## config.mk

```make
export PLATFORM = sky130hd
export DESIGN_NAME = rv32_mem_arbiter
export DESIGN_NICKNAME = d
export VERILOG_FILES = /design/src/rtl/rv32_mem_pkg.sv /design/src/rtl/rv32_lsu_align.sv /design/src/rtl/rv32_mem_arbiter.sv
export SDC_FILE = /design/constraint.sdc
export NUM_CORES = 1
export LEC_CHECK = 0
export CAP_MARGIN = 20
export CORE_ASPECT_RATIO = 0.5
export CORE_UTILIZATION = 31
export DETAILED_ROUTE_END_ITERATION = 6
export GPL_ROUTABILITY_DRIVEN = 0
export PLACE_DENSITY = 0.91
export SKIP_CTS_REPAIR_TIMING = 1
export SLEW_MARGIN = 20
export SYNTH_ARGS = -nofsm -noshare
export SYNTH_HDL_FRONTEND = slang
export SYNTH_SLANG_ARGS = --single-unit
```

## constraint.sdc

```tcl
create_clock -name clk -period 7.7 [get_ports clk]
set_input_delay 1.925 -clock clk [delete_from_list [all_inputs] [get_ports clk]]
set_output_delay 1.925 -clock clk [all_outputs]
set_load 0.01 [all_outputs]
```

## src/rtl/rv32_mem_pkg.sv

```systemverilog
// Shared encodings for the RV32 memory arbiter.
// Sizes, response owner tags and byte-enable constants.
package rv32_mem_pkg;

  localparam logic [2:0] SZ_B  = 3'b000;
  localparam logic [2:0] SZ_H  = 3'b001;
  localparam logic [2:0] SZ_W  = 3'b010;
  localparam logic [2:0] SZ_BU = 3'b100;
  localparam logic [2:0] SZ_HU = 3'b101;

  typedef enum logic [1:0] {
    OWN_NONE,
    OWN_FETCH,
    OWN_DATA,
    OWN_DERR
  } owner_e;

  localparam logic [3:0] BE_NONE = 4'b0000;
  localparam logic [3:0] BE_BYTE = 4'b0001;
  localparam logic [3:0] BE_HALF = 4'b0011;
  localparam logic [3:0] BE_ALL  = 4'b1111;

  // Stores accept only B/H/W; halves need even
  // offsets and words need offset zero.
  function automatic logic is_legal(
    input logic       we,
    input logic [2:0] size,
    input logic [1:0] off
  );
    logic ok;
    ok = 1'b0;
    case (size)
      SZ_B:    ok = 1'b1;
      SZ_BU:   ok = !we;
      SZ_H:    ok = !off[0];
      SZ_HU:   ok = !we && !off[0];
      SZ_W:    ok = (off == 2'd0);
      default: ok = 1'b0;
    endcase
    return ok;
  endfunction

endpackage

```

## src/rtl/rv32_lsu_align.sv

```systemverilog
// Sub-word formatting for the data port.
// Store lane placement, load extract/extend, legality.
module rv32_lsu_align
  import rv32_mem_pkg::*;
(
  input  logic        rq_we,
  input  logic [2:0]  rq_size,
  input  logic [1:0]  rq_off,
  input  logic [31:0] rq_wdata,
  output logic        rq_legal,
  output logic [3:0]  rq_be,
  output logic [31:0] rq_wlane,
  input  logic [2:0]  rs_size,
  input  logic [1:0]  rs_off,
  input  logic [31:0] rs_raw,
  output logic [31:0] rs_data
);

  logic [31:0] rs_sh;

  // Request side: legality, store enables and lanes.
  always_comb begin
    rq_legal = is_legal(rq_we, rq_size, rq_off);
    rq_be    = BE_ALL;
    rq_wlane = '0;
    if (rq_we) begin
      case (rq_size)
        SZ_B: begin
          rq_be    = BE_BYTE << rq_off;
          rq_wlane = {4{rq_wdata[7:0]}};
        end
        SZ_H: begin
          rq_be    = BE_HALF << rq_off;
          rq_wlane = {2{rq_wdata[15:0]}};
        end
        SZ_W: begin
          rq_be    = BE_ALL;
          rq_wlane = rq_wdata;
        end
        default: rq_be = BE_NONE;
      endcase
    end
  end

  // Response side: shift lane down, then extend.
  always_comb begin
    rs_sh = rs_raw >> {rs_off, 3'b000};
    case (rs_size)
      SZ_B:  rs_data = {{24{rs_sh[7]}}, rs_sh[7:0]};
      SZ_BU: rs_data = {24'h0, rs_sh[7:0]};
      SZ_H:  rs_data = {{16{rs_sh[15]}}, rs_sh[15:0]};
      SZ_HU: rs_data = {16'h0, rs_sh[15:0]};
      default: rs_data = rs_raw;
    endcase
  end

endmodule

```

## src/rtl/rv32_mem_arbiter.sv

```systemverilog
// Fetch/data arbiter for a shared single-port RAM.
// Data has priority; a streak limit bounds fetch wait.
module rv32_mem_arbiter
  import rv32_mem_pkg::*;
#(
  parameter int AW           = 12,
  parameter int MAX_D_STREAK = 4
) (
  input  logic          clk,
  input  logic          rst,
  input  logic          i_req,
  input  logic [31:0]   i_addr,
  output logic          i_gnt,
  output logic          i_rvalid,
  output logic [31:0]   i_rdata,
  input  logic          d_req,
  input  logic          d_we,
  input  logic [2:0]    d_size,
  input  logic [31:0]   d_addr,
  input  logic [31:0]   d_wdata,
  output logic          d_gnt,
  output logic          d_rvalid,
  output logic [31:0]   d_rdata,
  output logic          d_err,
  output logic          mem_en,
  output logic          mem_we,
  output logic [AW-1:0] mem_addr,
  output logic [3:0]    mem_be,
  output logic [31:0]   mem_wdata,
  input  logic [31:0]   mem_rdata
);

  localparam int SW = $clog2(MAX_D_STREAK + 1);
  localparam logic [SW-1:0] SMAX =
    SW'(MAX_D_STREAK);

  logic [SW-1:0] streak;
  owner_e        owner;
  owner_e        owner_nx;
  logic [2:0]    rs_size;
  logic [1:0]    rs_off;
  logic          rs_we;
  logic          d_win;
  logic          rq_legal;
  logic [3:0]    rq_be;
  logic [31:0]   rq_wlane;
  logic [31:0]   rs_data;
  logic          unused_hi;

  assign unused_hi = ^{i_addr[31:AW],
                       d_addr[31:AW+2]};

  rv32_lsu_align u_align (
    .rq_we    (d_we),
    .rq_size  (d_size),
    .rq_off   (d_addr[1:0]),
    .rq_wdata (d_wdata),
    .rq_legal (rq_legal),
    .rq_be    (rq_be),
    .rq_wlane (rq_wlane),
    .rs_size  (rs_size),
    .rs_off   (rs_off),
    .rs_raw   (mem_rdata),
    .rs_data  (rs_data)
  );

  // Same-cycle grant; fetch wins only at full streak.
  always_comb begin
    d_win = d_req && !(i_req && streak == SMAX);
    d_gnt = !rst && d_win;
    i_gnt = !rst && i_req && !d_win;
  end

  // Drive the RAM port for whichever side won.
  always_comb begin
    mem_en    = 1'b0;
    mem_we    = 1'b0;
    mem_addr  = '0;
    mem_be    = BE_NONE;
    mem_wdata = '0;
    unique case (1'b1)
      i_gnt: begin
        mem_en   = 1'b1;
        mem_addr = i_addr[AW-1:0];
        mem_be   = BE_ALL;
      end
      d_gnt: begin
        if (rq_legal) begin
          mem_en   = 1'b1;
          mem_we   = d_we;
          mem_addr = d_addr[AW+1:2];
          mem_be   = d_we ? rq_be : BE_ALL;
          if (d_we) mem_wdata = rq_wlane;
        end
      end
      default: ;
    endcase
  end

  // Count data grants that a waiting fetch lost.
  always_ff @(posedge clk) begin
    if (rst) begin
      streak <= '0;
    end else if (!i_req || i_gnt) begin
      streak <= '0;
    end else if (d_gnt && streak != SMAX) begin
      streak <= streak + 1'b1;
    end
  end

  // Tag the response that the next cycle carries.
  always_comb begin
    owner_nx = OWN_NONE;
    unique case (1'b1)
      i_gnt: owner_nx = OWN_FETCH;
      d_gnt: owner_nx = rq_legal ? OWN_DATA
                                 : OWN_DERR;
      default: ;
    endcase
  end

  // Outstanding tracker: owner plus load format.
  always_ff @(posedge clk) begin
    if (rst) begin
      owner   <= OWN_NONE;
      rs_size <= '0;
      rs_off  <= '0;
      rs_we   <= 1'b0;
    end else begin
      owner <= owner_nx;
      if (d_gnt) begin
        rs_size <= d_size;
        rs_off  <= d_addr[1:0];
        rs_we   <= d_we;
      end
    end
  end

  // Route the RAM data to the owning port; reset
  // squashes any response still in flight.
  always_comb begin
    i_rvalid = 1'b0;
    i_rdata  = '0;
    d_rvalid = 1'b0;
    d_rdata  = '0;
    d_err    = 1'b0;
    if (!rst) begin
      case (owner)
        OWN_FETCH: begin
          i_rvalid = 1'b1;
          i_rdata  = mem_rdata;
        end
        OWN_DATA: begin
          d_rvalid = 1'b1;
          if (!rs_we) d_rdata = rs_data;
        end
        OWN_DERR: begin
          d_rvalid = 1'b1;
          d_err    = 1'b1;
        end
        default: ;
      endcase
    end
  end

endmodule

```

==> results of run 1 <==
[state kept, by name, summed over array words and instances, names as in the netlist]
| register | cells |
|---|---|
| rs_we | 1 |
| streak | 3 |
| rs_size | 3 |
| owner | 2 |
| rs_off | 2 |
[placed cells by master (no fill, tap or decap), types with 4 or more instances in the layout]
| cell type | n |
|---|---|
| nor2_1 | 24 |
| inv_1 | 5 |
| clkdlybuf4s50_1 | 216 |
| and2_1 | 33 |
| nand2_1 | 46 |
| a21o_1 | 4 |
| mux2i_1 | 29 |
| dfxtp_1 | 10 |
| a21oi_2 | 12 |
| o21ai_0 | 48 |
| a22o_1 | 12 |
| nor2b_1 | 9 |
| a21oi_1 | 38 |
| buf_4 | 7 |
| nand3b_1 | 8 |
| and3_1 | 9 |
| or2_2 | 9 |
[critical path, cell delays in order]
cell and delay [ps]:
clkdlybuf4s50_1 560, or4_4 620, a211oi_4 470, nand2_4 290, a21oi_1 230, clkdlybuf4s50_1 560
[final timing paths]
check / endpoint / depth (start not counted) / from / slack, ps
max: mem_wdata[31] / 6 / d_addr[1] / 1100
min reg2reg: streak[0] / 1 / streak[0] / 490
min: streak[0] / 1 / streak[0] / 490
max reg2reg: rs_we / 6 / streak[0] / 5940
[kinds of logic after synthesis]
kind of cell | count (synthesis)
and+or+nand+nor | 152
muxes | 30
AOI/OAI and AO/OA | 124
buffers and inverters | 36
adders and majority gates | 2
DFF | 11
[metal layers]
| layer | vias up | GRT usage, % | wire [um] |
|---|---|---|---|
| met5 | - | 0 | 0 |
| met1 | 1488 | 29.1 | 4120 |
| met2 | 101 | 44.3 | 4860 |
| met4 | 0 | 3.77 | 57 |
| li1 | 1635 | - | - |
| met3 | 6 | 2.46 | 430 |
[cell type report]
| type | count | area share (%) |
|---|---|---|
| multi-input cells | 308 | 42.0 |
| inverters | 5 | 0.411 |
| flip-flops and latches | 11 | 4.85 |
| clock buffers | 4 | 1.73 |
| well taps | 92 | 2.52 |
| repair buffers | 223 | 48.5 |
[power breakdown]
group          total (mW)  switching (mW)  leakage [nW]  internal [mW]
logic               0.182          0.0774          1.55          0.105
registers          0.0679         0.00772        0.0909         0.0602
clock network      0.0937          0.0243        0.0382         0.0694
==> metrics.log, run 1 <==
[metrics] post-synthesis share of cell area spent on full adders, half adders and majority gates: 1.09%
[metrics] DRC: 0
[metrics] core area: 6910 um^2
[metrics] Main synth FF type: dfxtp_1
[metrics] Detail Route Antenna Nets: 0
[metrics] worst-case setup slack after placement: 1120 ps
[metrics] proportion of synthesized area in mux cells: 13.7%
[metrics] antenna violations before repair: 0
[metrics] Final setup viols: 0
[metrics] Unique masters post-synth: 39
[metrics] number of pins with negative max-slew slack in the final report: 0
[metrics] final WL: 9470 um
[metrics] Setup TNS: 0 ps
[metrics] mean instance size in the synthesized netlist: 6.45 um^2
[metrics] hold_ws: 486 ps
[metrics] vias in the first global route: 3093
[metrics] port buffer count: 216
[metrics] synthesized netlist net count: 493
[metrics] clock buffer depth: 2
[metrics] average vias per placed instance: 5.02
[metrics] portion of the post-synthesis area used by sequential elements: 9.61%
[metrics] area of placed instances: 4490 um^2
[metrics] Layout Cells excl Fill: 643
[metrics] Hold WC Path Type: reg -> reg
[metrics] arrival time reported for the critical path endpoint: 4680 ps
[metrics] number of endpoints with negative hold slack in the final report: 0
[metrics] count leader, synth: o21ai_0
[metrics] dominant combinational cell family by area after synthesis: simple AND/OR/NAND/NOR gates
[metrics] area share of the largest cell type after synthesis: 12.7%
[metrics] clock tree skew after final layout: 1.62 ps
[metrics] share of layout cells above drive strength 1: 7.62%
[metrics] Setup Crit Path Kind: in -> out
[metrics] die boundary width: 124 um
[metrics] Relative slew margins: 35.4%
[metrics] Overall Power: 0.344 mW
[metrics] area growth from synthesis to layout: 99.3%
[metrics] design area: 4570 um^2
[metrics] critical path required time: 5780 ps
[metrics] XOR/XNOR share of the synthesized area: 0%
[metrics] most used standard cells in the synthesized netlist: 48 x o21ai_0, 46 x nand2_1, 38 x a21oi_1, 33 x and2_1, 29 x mux2i_1
[metrics] slew at the pin with the worst max-slew slack: 965 ps
[metrics] number of flops mapped to enable cells by yosys: 0
[metrics] Inst Count DP: 639
[metrics] First DRT Iteration DRCs: 177
[metrics] Worst IR Drop VDD: 0.0918 mV
[metrics] global-route wire length before repair: 14900 um
[metrics] Nets: 690
[metrics] Synth Cell Area: 2290 um^2
[metrics] Max-Cap Viols: 0
[metrics] unrepaired setup endpoints after global routing: no
[metrics] area of the multi-input gates: 1920 um^2
[metrics] clock transition at the register clock pins on the worst setup and hold paths after CTS: 40 ps
[metrics] Total Routing Usage GR: 23.6%
[metrics] die footprint: 7760 um^2
[metrics] maximum fanout count along the critical path: 25
[metrics] clock latency on the worst-skew pair: 240 ps
[metrics] status: complete, no violations
[metrics] total leakage power: 1.68 nW
[metrics] I/O Pins: 255
[metrics] starting density of the core: 33.2%
[metrics] num rows: 21
[metrics] Layout Utilization: 66.1%
[metrics] share of synthesized registers carrying an async set or reset: 0%
[metrics] Die Span Y: 62.8 um
[metrics] flop and latch count out of synthesis: 11
[metrics] largest net degree at the start of global routing: 34
[metrics] Fill cells: 591
[metrics] number of sinks handled by clock tree synthesis: 11
[metrics] drt pass-1 iters: 4
[metrics] pwr dens: 75.3 nW/um^2
[metrics] minimum clock period: 6600 ps
[metrics] Via Count: 3230
[metrics] top cells by area, synth: mux2i_1 13%, o21ai_0 10%, dfxtp_1 9.6%, and2_1 9.0%, a21oi_1 8.3%
[metrics] Post-Synthesis Cells: 355
[metrics] average detailed-routed wire length per instance: 14.7 um
[metrics] Compound-Gate Fraction of Synth Area: 33.3%
[metrics] level count of the clock H-tree: 1
[metrics] area taken by flip-flops and latches: 221 um^2
[metrics] estimated wirelength of the detail-placed design: 7290 um
[metrics] number of antenna cells inserted: 0
[metrics] total number of yosys warnings: 0
[metrics] CP endpoint kind: primary output
[metrics] Root Driver: clkbuf_16
[metrics] overflow left after global routing: 0
[metrics] area leader, netlist: mux2i_1
[metrics] upper clock frequency limit: 0.151 GHz
[metrics] CTS tree: done
[metrics] ratio of final minimum period to clock period: 85.8%
[metrics] clock buffer count from CTS: 3
[metrics] simple-gate share of the synthesized area: 35.3%
[metrics] Worst Setup Slack, final: 1100 ps
[metrics] startpoint types: primary input
Power figures use the tool's default switching activity.
==> inputs of run 2 (changes only) <==
CORE_UTILIZATION = 29   (was 31)
PLACE_DENSITY = 0.86   (was 0.91)
clock period = 6.6 ns   (was 7.7 ns; I/O delays follow)
==> run 2 against run 1 <==
  * Combinational power increased by 18%
  * Sequential share of layout area barely moved
  * Clock-buffer cell count unchanged
  * Cell count increased by 3.0%
  * Critical path type unchanged
  * Critical endpoint is now mem_wdata[21]
  * Largest cell class unchanged
==> metrics.log, run 2 (synthesis results as in run 1) <==
[metrics] Via Count: 3257 (+0.84%)
[metrics] total leakage power: 1.69 nW (+0.88%)
[metrics] number of endpoints with negative hold slack in the final report: 0 (unchanged)
[metrics] die footprint: 8280 um^2 (+6.7%)
[metrics] switch share: 31.9% (+0.11 points)
[metrics] clock tree skew after final layout: 1.16 ps (-0.455 ps)
[metrics] global-route track usage on met2: 40.6% (-3.6 points)
[metrics] overflow left after global routing: 0 (unchanged)
[metrics] critical path required time: 4950 ps (-830 ps)
[metrics] largest net degree at the start of global routing: 34 (unchanged)
[metrics] Overall Power: 0.403 mW (+17%)
[metrics] First DRT Iteration DRCs: 159 (-10%)
[metrics] design area: 4610 um^2 (+0.93%)
[metrics] Reg power frac: 19.6% (-0.2 points)
[metrics] unrepaired setup endpoints after global routing: no
[metrics] area of the multi-input gates: 1920 um^2 (unchanged)
[metrics] Layout Cells excl Fill: 662 (+3.0%)
[metrics] net switching power figure: 0.129 mW (+18%)
[metrics] Comb pwr share: 52.9% (about the same)
[metrics] met1 Resource Use GR: 26.7% (-2.4 points)
[metrics] upper clock frequency limit: 0.166 GHz
[metrics] commonest cells after routing, fill and taps aside: 216 x clkdlybuf4s50_1, 48 x o21ai_0, 46 x nand2_1
[metrics] DRC: 0 (unchanged)
[metrics] launch point of the worst path: d_addr[0]
[metrics] area growth from synthesis to layout: 101%
[metrics] ratio of final minimum period to clock period: 91.4%
[metrics] internal power component: 0.275 mW (+17%)
[metrics] share of layout cells above drive strength 1: 8.12% (+0.50 points)
[metrics] Max-Cap Viols: 0 (unchanged)
[metrics] antenna violations before repair: 0 (unchanged)
[metrics] area taken by flip-flops and latches: 221 um^2 (unchanged)
[metrics] starting density of the core: 30.6% (-2.6 points)
[metrics] Hold WC Path Type: reg -> reg
[metrics] reg2reg setup slack: 4930 ps (-1010 ps)
[metrics] Final setup viols: 0 (unchanged)
[metrics] port buffer count: 216 (unchanged)
[metrics] vias in the first global route: 2911 (-5.9%)
[metrics] Setup TNS: 0 ps (unchanged)
[metrics] minimum clock period: 6030 ps
[metrics] estimated wirelength of the detail-placed design: 7300 um (+0.22%)
[metrics] Relative slew margins: 44.9% (+9.6 points)
[metrics] Top Registers: rs_size x3, streak x3
[metrics] Nets: 693 (+0.43%)
[metrics] crit path to: mem_wdata[21]
[metrics] num rows: 22 (+4.8%)
[metrics] Setup Crit Path Kind: in -> out
[metrics] arrival time reported for the critical path endpoint: 4380 ps (-300 ps)
[metrics] final WL: 9470 um (about the same)
[metrics] status: complete, no violations
[metrics] number of sinks handled by clock tree synthesis: 11 (unchanged)
[metrics] CP endpoint kind: primary output
[metrics] clock buffer depth: 2 (unchanged)
[metrics] global-route wire length before repair: 14600 um (-2.1%)
[metrics] pwr dens: 87.5 nW/um^2 (+16%)
[metrics] Layout Utilization: 61.6% (-4.5 points)
[metrics] number of cells on the worst reg-to-reg path: 6 (unchanged)
[metrics] drt pass-1 iters: 4 (unchanged)
[metrics] most used routing layer in global routing: met2
[metrics] average detailed-routed wire length per instance: 14.3 um (-2.9%)
[metrics] most frequent standard cell in the layout excluding fill and tap cells: clkdlybuf4s50_1
[metrics] maximum fanout count along the critical path: 26 (+4.0%)
[metrics] clock buffer count from CTS: 3 (unchanged)
[metrics] Worst IR Drop VDD: 0.0800 mV (-13%)
[metrics] Inst Count DP: 658 (+3.0%)
[metrics] startpoint types: primary input
[metrics] area of placed instances: 4530 um^2 (+0.95%)
[metrics] Detail Route Antenna Nets: 0 (unchanged)
[metrics] core area: 7490 um^2 (+8.3%)
[metrics] met3 track demand over resource: 3.14% (+0.67 points)
[metrics] CTS tree: done
[metrics] relative contribution of the clock network to total power: 27.5% (+0.3 points)
[metrics] end of the worst register-to-register path: rs_we
[metrics] startpoint of the lowest-slack register-to-register path: streak[0]
[metrics] Total Routing Usage GR: 21.7% (-1.9 points)
[metrics] Fill cells: 693 (+17%)
[metrics] die boundary width: 128 um (+3.3%)
[metrics] slew at the pin with the worst max-slew slack: 825 ps (-140 ps)
[metrics] Root Driver: clkbuf_16
[metrics] level count of the clock H-tree: 1 (unchanged)
[metrics] clock transition at the register clock pins on the worst setup and hold paths after CTS: 40 ps (about the same)
[metrics] average vias per placed instance: 4.92 (-2.1%)
[metrics] clock latency on the worst-skew pair: 240 ps (about the same)
[metrics] Die Span Y: 64.9 um (+3.3%)
[metrics] number of pins with negative max-slew slack in the final report: 0 (unchanged)
[metrics] I/O Pins: 255 (unchanged)
[metrics] number of antenna cells inserted: 0 (unchanged)
run 2: through the flow:
| step | setup slack [ps] | hold WS [ps] |
|---|---|---|
| 3_3_place_gp | 627 | 452 |
| 6_report | 567 | 469 |
| 2_1_floorplan | 1800 | 430 |
| 5_1_grt | 440 | 499 |
| 4_1_cts | 566 | 472 |
| 3_5_place_dp | 582 | 459 |
run 2: how the worst min path moves through the flow:
stage | from | to | slack, ps | cells after the start
6_report | streak[0] | streak[0] | 470 | 1
5_1_grt | streak[0] | streak[0] | 500 | 1
4_1_cts | streak[0] | streak[0] | 470 | 1
3_5_place_dp | streak[0] | streak[0] | 460 | 1
3_3_place_gp | streak[0] | streak[0] | 450 | 1
2_1_floorplan | streak[0] | streak[0] | 430 | 1
run 2: per-layer routing:
layer	wire length (um)	vias to the layer above
met5	0	-
met1	4180	1497
met3	543	4
met4	40	0
met2	4710	107
li1	-	1649
run 2: worst max-delay path: stages:
cell and delay, ps:
clkdlybuf4s50_1 580, or4_4 570, a211oi_4 240, buf_4 310, nand2_4 250, nor2_1 200, clkdlybuf4s50_1 570
run 2: power by group through the flow:
| stage | Sequential [mW] | Clock [mW] | Combinational (mW) |
|---|---|---|---|
| 2_1_floorplan | 0.0727 | 0 | 0.0961 |
| 3_3_place_gp | 0.0796 | 0 | 0.210 |
| 3_5_place_dp | 0.0800 | 0 | 0.213 |
| 4_1_cts | 0.0788 | 0.112 | 0.215 |
| 5_1_grt | 0.0800 | 0.116 | 0.230 |
| 6_report | 0.0791 | 0.111 | 0.214 |
run 2: final cells by class:
class / instances / area share, %
multi-input cells: 308 / 41.6
well taps: 108 / 2.93
flip-flops and latches: 11 / 4.80
repair buffers: 226 / 48.5
clock buffers: 4 / 1.71
inverters: 5 / 0.407
